**src/rtl/coax_tx_feeder.sv**
```systemverilog
`default_nettype none
// ============================================================================
// Module   : coax_tx_feeder
// Purpose  : Drains the transmit coax_buffer into framed valid/ready coax words
//            through a two-entry prefetch queue (head register plus skid).
// Revision : 1.0 - initial release
// ============================================================================
module coax_tx_feeder #(
    parameter int COUNT_WIDTH = 16,
    parameter int MAX_WORDS   = 1024,
    parameter int AUTO_START  = 1
) (
    input  logic                   clk,
    input  logic                   reset,
    input  logic [9:0]             buf_read_data,
    output logic                   buf_read_strobe,
    input  logic                   buf_empty,
    input  logic                   buf_almost_full,
    input  logic                   start,
    output logic [9:0]             tx_data,
    output logic                   tx_valid,
    input  logic                   tx_ready,
    output logic                   tx_last,
    output logic                   active,
    output logic                   frame_done,
    output logic [COUNT_WIDTH-1:0] word_count
);

    localparam logic [COUNT_WIDTH-1:0] c_max_words = COUNT_WIDTH'(MAX_WORDS);
    localparam logic [COUNT_WIDTH-1:0] c_one       = COUNT_WIDTH'(1);

    typedef enum logic [0:0] {
        IDLE   = 1'b0,
        STREAM = 1'b1
    } state_t;

    state_t                  state_q, state_d;
    logic [1:0]              occ_q, occ_d;
    logic                    inflight_q, inflight_d;
    logic [9:0]              head_q, head_d;
    logic [9:0]              skid_q, skid_d;
    logic                    end_seen_q, end_seen_d;
    logic [COUNT_WIDTH-1:0]  reads_q, reads_d;
    logic [COUNT_WIDTH-1:0]  word_count_q, word_count_d;
    logic                    frame_done_q, frame_done_d;

    logic                    w_accept;
    logic                    w_last;
    logic                    w_start;
    logic                    w_read;
    logic [1:0]              w_occ_acc;

    always_comb begin
        w_accept  = (occ_q != 2'd0) && tx_ready;
        // A word in flight would follow the head, so the head cannot be last yet.
        w_last    = (occ_q == 2'd1) && end_seen_q && !inflight_q;
        w_start   = (start || ((AUTO_START != 0) && buf_almost_full)) && !buf_empty;
        w_occ_acc = occ_q - {1'b0, w_accept};
        w_read    = (state_q == STREAM) && !end_seen_q && !buf_empty &&
                    ((w_occ_acc + {1'b0, inflight_q}) < 2'd2);

        state_d      = state_q;
        head_d       = head_q;
        skid_d       = skid_q;
        end_seen_d   = end_seen_q;
        word_count_d = word_count_q;
        frame_done_d = 1'b0;
        inflight_d   = w_read;
        reads_d      = reads_q + {{(COUNT_WIDTH-1){1'b0}}, w_read};
        occ_d        = w_occ_acc;

        if (w_accept && (occ_q == 2'd2)) begin
            head_d = skid_q;
        end
        if (inflight_q) begin
            if (w_occ_acc == 2'd0) begin
                head_d = buf_read_data;
            end else begin
                skid_d = buf_read_data;
            end
            occ_d = w_occ_acc + 2'd1;
        end

        case (state_q)
            IDLE: begin
                if (w_start) begin
                    state_d      = STREAM;
                    word_count_d = '0;
                    reads_d      = '0;
                    end_seen_d   = 1'b0;
                end
            end
            STREAM: begin
                if (w_accept && (word_count_q != '1)) begin
                    word_count_d = word_count_q + c_one;
                end
                // End check looks at this cycle's post-update queue and read state.
                end_seen_d = end_seen_q ||
                             (buf_empty && !inflight_d && (occ_d <= 2'd1)) ||
                             (reads_d == c_max_words);
                if (w_accept && w_last) begin
                    state_d      = IDLE;
                    frame_done_d = 1'b1;
                    end_seen_d   = 1'b0;
                end
            end
            default: state_d = IDLE;
        endcase
    end

    always_ff @(posedge clk) begin
        if (reset) begin
            state_q      <= IDLE;
            occ_q        <= 2'd0;
            inflight_q   <= 1'b0;
            head_q       <= '0;
            skid_q       <= '0;
            end_seen_q   <= 1'b0;
            reads_q      <= '0;
            word_count_q <= '0;
            frame_done_q <= 1'b0;
        end else begin
            state_q      <= state_d;
            occ_q        <= occ_d;
            inflight_q   <= inflight_d;
            head_q       <= head_d;
            skid_q       <= skid_d;
            end_seen_q   <= end_seen_d;
            reads_q      <= reads_d;
            word_count_q <= word_count_d;
            frame_done_q <= frame_done_d;
        end
    end

    assign buf_read_strobe = w_read;
    assign tx_data         = head_q;
    assign tx_valid        = (occ_q != 2'd0);
    assign tx_last         = w_last;
    assign active          = (state_q == STREAM);
    assign frame_done      = frame_done_q;
    assign word_count      = word_count_q;

endmodule
`default_nettype wire

```
**config.mk**
```make
export PLATFORM = sky130hd
export DESIGN_NAME = coax_tx_feeder
export DESIGN_NICKNAME = d
export VERILOG_FILES = /design/src/rtl/coax_tx_feeder.sv
export SDC_FILE = /design/constraint.sdc
export NUM_CORES = 1
export LEC_CHECK = 0
export BUFFER_PORTS_ARGS = -buffer_cell sky130_fd_sc_hd__buf_2
export CORE_MARGIN = 2
export CORE_UTILIZATION = 30
export CTS_BUF_LIST = sky130_fd_sc_hd__clkbuf_4 sky130_fd_sc_hd__clkbuf_8 sky130_fd_sc_hd__clkbuf_16
export CTS_CLUSTER_SIZE = 8
export DETAILED_ROUTE_END_ITERATION = 6
export SKIP_CTS_REPAIR_TIMING = 1
export SLEW_MARGIN = 0
export SYNTH_ARGS = -nofsm -noshare
export SYNTH_HDL_FRONTEND = slang
export SYNTH_SLANG_ARGS = --single-unit
```
**constraint.sdc**
```tcl
create_clock -name clk -period 3.4 [get_ports clk]
set_input_delay 0.51 -clock clk [delete_from_list [all_inputs] [get_ports clk]]
set_output_delay 0.51 -clock clk [all_outputs]
set_load 0.01 [all_outputs]
```
==> After elaboration in Yosys (flattened, before gate mapping) <==
Index checks and enable logic that the tools add are counted.
{ "totals": {"ff_bits": 58, "inputBits": 16, "output_inout_bits": 31, "wordCells": 64} }
{ "classes": {"addsub": 5, "magnitude_cmp": 2, "eq_ne": 6, "n_mux": 16, "bitwise_logic": 2, "reduce_logical": 24} }
{ "ops": {"columns": ["op", "count"], "rows": [
  ["16-bit two-way mux", 4],
  ["16-bit case mux with 2 select lines", 1],
  ["10-bit two-way mux", 3],
  ["16-bit by 1-bit adder with 16-bit output", 1],
  ["16-bit by 1-bit adder with 16-bit output (second input constant)", 1],
  ["16-bit by 11-bit == test with 1-bit output (second input constant)", 1],
  ["16-bit != test (second input constant)", 1],
  ["1-bit logical AND", 12],
  ["1-bit two-way mux", 5],
  ["1-bit zero test", 4],
  ["1-bit case mux with 2 select lines", 2],
  ["2-bit AND reduction", 2],
  ["1-bit logical OR", 3],
  ["2-bit by 1-bit adder with 2-bit output", 1],
  ["2-bit by 1-bit adder with 2-bit output (second input constant)", 1],
  ["2-bit by 1-bit == test with 1-bit output (second input constant)", 1],
  ["2-bit == test (second input constant)", 1],
  ["2-bit by 1-bit less-or-equal comparator with 1-bit output (second input constant)", 1],
  ["2-bit zero test", 1],
  ["2-bit less-than comparator (second input constant)", 1],
  ["2-bit two-way mux", 1],
  ["2-bit by 1-bit != test with 1-bit output (second input constant)", 1],
  ["2-bit != test (second input constant)", 1],
  ["1-bit NOT", 2],
  ["other kinds (3)", 3]
]} }

==> Logic depth before layout (Yosys ltp) <==
{ "depth": {"ltp_word": 13, "mapped_depth": 13, "mapped_depth_nobuf": 13} }

==> Least setup slack after synthesis <==
No wires, ideal clock.
{ "synth_timing": {"path_type": "input to register", "startpoint": "input tx_ready", "endpoint": "register end_seen_q", "setup_ns": 0.096, "arrival_ns": 3.144, "required_time_ns": 3.304, "setup_slack_ns": 0.160, "cell_stages": 13, "path_buffers": 0, "path_cell_list": "o21a_1 -> ha_1 -> inv_1 -> ha_1 -> xor2_1 -> nor4_1 -> ha_1 -> ha_1 -> and3_1 -> nand4_1 -> nor2_1 -> a21oi_1 -> o41ai_2"} }
{ "synth_between": {"elab_chain_len": 12, "elab_cells_between_ends": 18, "cone_classes": "add/sub (4); order compare (2); eq/ne (1); mux (3); reduce/logical (8)"} }
{ "synth_lines": {"columns": ["item", "line_no", "rtl"], "rows": [
  ["from (decl)", "22", "input logic tx_ready,"],
  ["1-bit logical AND *", "54", "w_accept = (occ_q != 2'd0) && tx_ready;"],
  ["2-bit by 1-bit subtractor with 2-bit output *", "58", "w_occ_acc = occ_q - {1'b0, w_accept};"],
  ["2-bit by 1-bit adder with 2-bit output *", "60", "((w_occ_acc + {1'b0, inflight_q}) < 2'd2);"],
  ["2-bit less-than comparator *", "60", null],
  ["1-bit logical AND *", "59", "w_read = (state_q == STREAM) && !end_seen_q && !buf_empty &&"],
  ["named net buf_read_strobe", "16", "output logic buf_read_strobe,"],
  ["branches (longest 4 deep; another with 16-bit by 1-bit adder with 16-bit output)", null, null],
  ["1-bit logical OR *", "99", "(buf_empty && !inflight_d && (occ_d <= 2'd1)) ||"],
  ["1-bit two-way mux *", "101", "if (w_accept && w_last) begin"],
  ["1-bit case mux with 2 select lines *", "84", "case (state_q)"],
  ["to (signal assigned)", "128", "end_seen_q <= end_seen_d;"],
  ["to (decl)", "42", "logic end_seen_q, end_seen_d;"]
]} }
Mark *: on every way through the listed nets, which the timed path passes.
A chain may end at the register's enable or synchronous reset.

==> Final worst setup path <==
{ "layout_timing": {"startpoint": "register occ_q[1]", "endpoint": "register end_seen_q"} }
{ "layout_between": {"elab_chain_len": 13, "elab_cells_between_ends": 22, "cone_classes": "add/sub (4); order compare (2); eq/ne (2); mux (3); reduce/logical (11)"} }
{ "layout_lines": {"columns": ["item", "line_no", "rtl"], "rows": [
  ["from (decl)", "38", "logic [1:0] occ_q, occ_d;"],
  ["from (signal assigned)", "114", "occ_q <= 2'd0;"],
  ["from (signal assigned)", "124", "occ_q <= occ_d;"],
  ["branches (longest 11 deep; another with 16-bit by 1-bit adder with 16-bit output)", null, null],
  ["1-bit two-way mux *", "101", null],
  ["1-bit case mux with 2 select lines *", "84", null]
]} }
Every way passes the cells marked *.

==> impl_results.md <==
- Hpwl dp: slightly below 5000 um
- Status: finished clean
- Max incr delay on CP: between 0.3 and 0.4 ns
- Clock transition at path regs: approximately 0.080 ns
- Crit-path slowest cell: dfxtp_1
- Worst r2r src: occ_q[1]$_SDFF_PP0_
- Top-area cell type share of the netlist area: 0.399
- WS Path Type: register to register
- DR pass1 iterations: 4
- FMAX: roughly 330 MHz
- Per-cell routed wire length: between 10 and 15 um
- Die Footprint: ~11000 um2
- RSZ-0062 raised after global routing: no
- Detailed Route Iter0 Violations: 158
- CP cell instances: o21a_1, ha_1, inv_1, ha_1, xor2_1, nor4_2, ha_1, ha_1, nand3_1, nor2_1, xnor2_1, o2111ai_1, o41ai_2
- Highest Signal Layer: met4
- Worst R2R End: end_seen_q$_SDFFE_PP0P_
- Asr flop ratio synth: 0
- Dominant synthesized flop cell: dfxtp_1
- Post-Syn Nets: around 370
- #FFs+latches synth: slightly below 60
- Power per cell area: 463 nW/um2
- Worst-Margin Slew: 0.813 ns
- Clock share of power: 0.405
- CP Launch Point: occ_q[1]$_SDFF_PP0_
- Area Growth Syn to Fin: 18.2%
- Core Area: between 9000 and 10000 um2
- DRC Markers: 0
- CTS Sinks: 58
- Static Leakage: around 0.0014 uW
- Final wirelength: roughly 7000 um
- Seq/Total Area, Yosys: 0.399
- Routability cong.: ~0.79
- Global Route Usage Sum: 0.143
- Reg2Reg Depth: 13
- Initial antenna violation count: 0
- Worst clock skew: slightly below 0.006 ns
- Critical Path AT: about 3.3 ns
- Critical path endpoint category: register
- Max FO, Critical Path: 6
- Syn Std Cell Area: between 2000 and 3000 um2
- Net Switching: ~450 uW
- Clock Path Buffers: 2
- Root buf cell: clkbuf_8
- Final Hold Vio Count: 0
- M1 WL: ~3200 um
- Critical path required time: 3.65 ns
- Fill count: 986
- Vias in the first global route: about 2.5k
- Yosys warnings: 0
- Vias per inst: about 4.9
- Max-slew violations: 0
- VDD IR max: ~0.25 mV
- Via count: 2551
- Sequential cell area: 1160 um2
- # rows: 35
- Crit-path most repeated cell: ha_1
- Initial core utilization: 0.312
- Final antenna-violating net count: 0
- Synth cell count leaders: dfxtp_1 (58), nor2_1 (43), nand2_1 (38), a21oi_1 (19), nand3_1 (17)
- Met2 routed WL: roughly 3400 um
- PnR worst setup slack: about 0.33 ns
- Count leader, synth: dfxtp_1
- Sequential share of power: 0.455
- Max-cap check violation count: 0
- Yosys top cell by area: dfxtp_1
- Share of layout cells above drive strength 1: 0.202
- Post-Route Setup TNS: 0 ns
- Clock Latency Late Sink: around 0.34 ns
- Met3 wire len: approximately 400 um
- Post-route clock period utilization: 0.903
- Hold WS: 0.411 ns
- Cells after Synth: between 300 and 400
- TritonCTS clock tree: done
- Startpoint types: register
- H-tree levels: 3
- Global-route wire length before repair: approximately 12000 um
- Worst hold path type: primary input to register
- Global route total overflow: 0
- Comb power frac: 0.140
- Switching Fraction: 0.285
- Ranking of synthesized cells by area: dfxtp_1 (40%), nor2_1 (5.5%), nand2_1 (4.9%)
- Port Buffers: 46
- Slew headroom: 0.457
- Place WS: 0.0403 ns
- Final setup viols: 0
- Int Pwr: about 1100 uW
- Nets@finish: 409
- Pwr Total: roughly 1600 uW
- R2R Setup Slk: between 0.3 and 0.4 ns
- DIE HEIGHT: 103 um
- Largest net degree at the start of global routing: 36
- Number of diodes: 0
- Distinct cells, synth: 55
- Setup crit end: end_seen_q$_SDFFE_PP0P_
- CTS buffer count: 9
- Post-synth EDFFs: 0
- Footprint of the multi-input gates: around 1600 um2
- Die width: between 100 and 150 um
- Syn_area_per_cell: roughly 8.5 um2
- Fin crit period: a little over 3 ns
- Top-Level Pins: 47
power groups by stage:
stage / clock network, uW / logic [uW] / registers, uW
2_1_floorplan: 0 / 145 / 743
6_report: 646 / 223 / 725
4_1_cts: 668 / 225 / 725
5_1_grt: 703 / 253 / 729
3_3_place_gp: 0 / 217 / 740
3_5_place_dp: 0 / 222 / 740
sequential cells by signal (all words and copies together) (netlist names):
signal and cells:
word_count 16, inflight_q 1, tx_data 10, skid_q 10, end_seen_q 1, reads_q 16, occ_q 2, active 1
frame_done 1
metrics by stage:
step	std cells	instance area (um2)	util
after floorplan	344	2910	-
after global placement	505	3230	0.347
after detailed placement	505	3230	0.347
after CTS	521	3440	0.368
after global routing	521	3440	0.369
final	521	3440	0.369
placed cells by master (no fill, tap or decap), drive strengths merged, types with 3 or more instances in the layout:
| master | count |
|---|---|
| nor3 | 6 |
| inv | 8 |
| nand2 | 39 |
| xnor2 | 11 |
| ha | 6 |
| clkinvlp | 3 |
| nor4 | 6 |
| a21oi | 19 |
| buf | 51 |
| dfxtp | 58 |
| nand3 | 17 |
| and3 | 12 |
| and2 | 6 |
| xor2 | 11 |
| nand4 | 10 |
| nor2 | 43 |
| mux2i | 12 |
| a211oi | 13 |
| o21ai | 8 |
| clkbuf | 9 |
| o211ai | 3 |
| and4 | 6 |
metal layers:
metal | GRT usage | up-vias
met5 | 0 | -
met4 | 0.0431 | 0
met3 | 0.0515 | 5
met2 | 0.236 | 60
met1 | 0.176 | 1173
li1 | - | 1313
layout make-up:
class                      instances  area share
inverter                           7     0.00763
multi-input combinational        260       0.471
tap                              129      0.0469
timing repair buffer              51      0.0778
clock inverter                     7      0.0229
clock buffer                       9      0.0360
sequential                        58       0.337
how the worst min path moves through the flow:
stage                           startpoint                     end  slack, ns  depth (start not counted)
floorplan           skid_q[0]$_SDFFE_PP0P_  skid_q[0]$_SDFFE_PP0P_       0.44                          2
global placement    skid_q[4]$_SDFFE_PP0P_  skid_q[4]$_SDFFE_PP0P_       0.44                          2
detailed placement  skid_q[8]$_SDFFE_PP0P_  skid_q[8]$_SDFFE_PP0P_       0.45                          2
CTS                       buf_read_data[8]  skid_q[8]$_SDFFE_PP0P_       0.39                          3
global route              buf_read_data[9]  skid_q[9]$_SDFFE_PP0P_       0.41                          3
finish                    buf_read_data[8]  skid_q[8]$_SDFFE_PP0P_       0.41                          3
cell families (layout without fill, tap and decap cells):
kind of cell               Yosys count  in the layout  synth area share
adders and majority gates            6              6            0.0258
xor gates and xnor gates            22             22            0.0661
and+or+nand+nor                    157            157             0.275
DFF                                 58             58             0.399
buffers and inverters               26             74            0.0464
muxes                               12             12            0.0412
AOI/OAI and AO/OA                   63             63             0.147
critical path: cells and delay by family (launching register included):
family | cells | cell delay, ns
flip-flops | 1 | 0.36
buffers and inverters | 1 | 0.05
adder cells (fa/ha/maj) | 4 | 1.03
XOR/XNOR | 2 | 0.32
AND/OR/NAND/NOR | 3 | 0.62
AO/OA/AOI/OAI | 3 | 0.59
(Power assumes the default switching activity.)
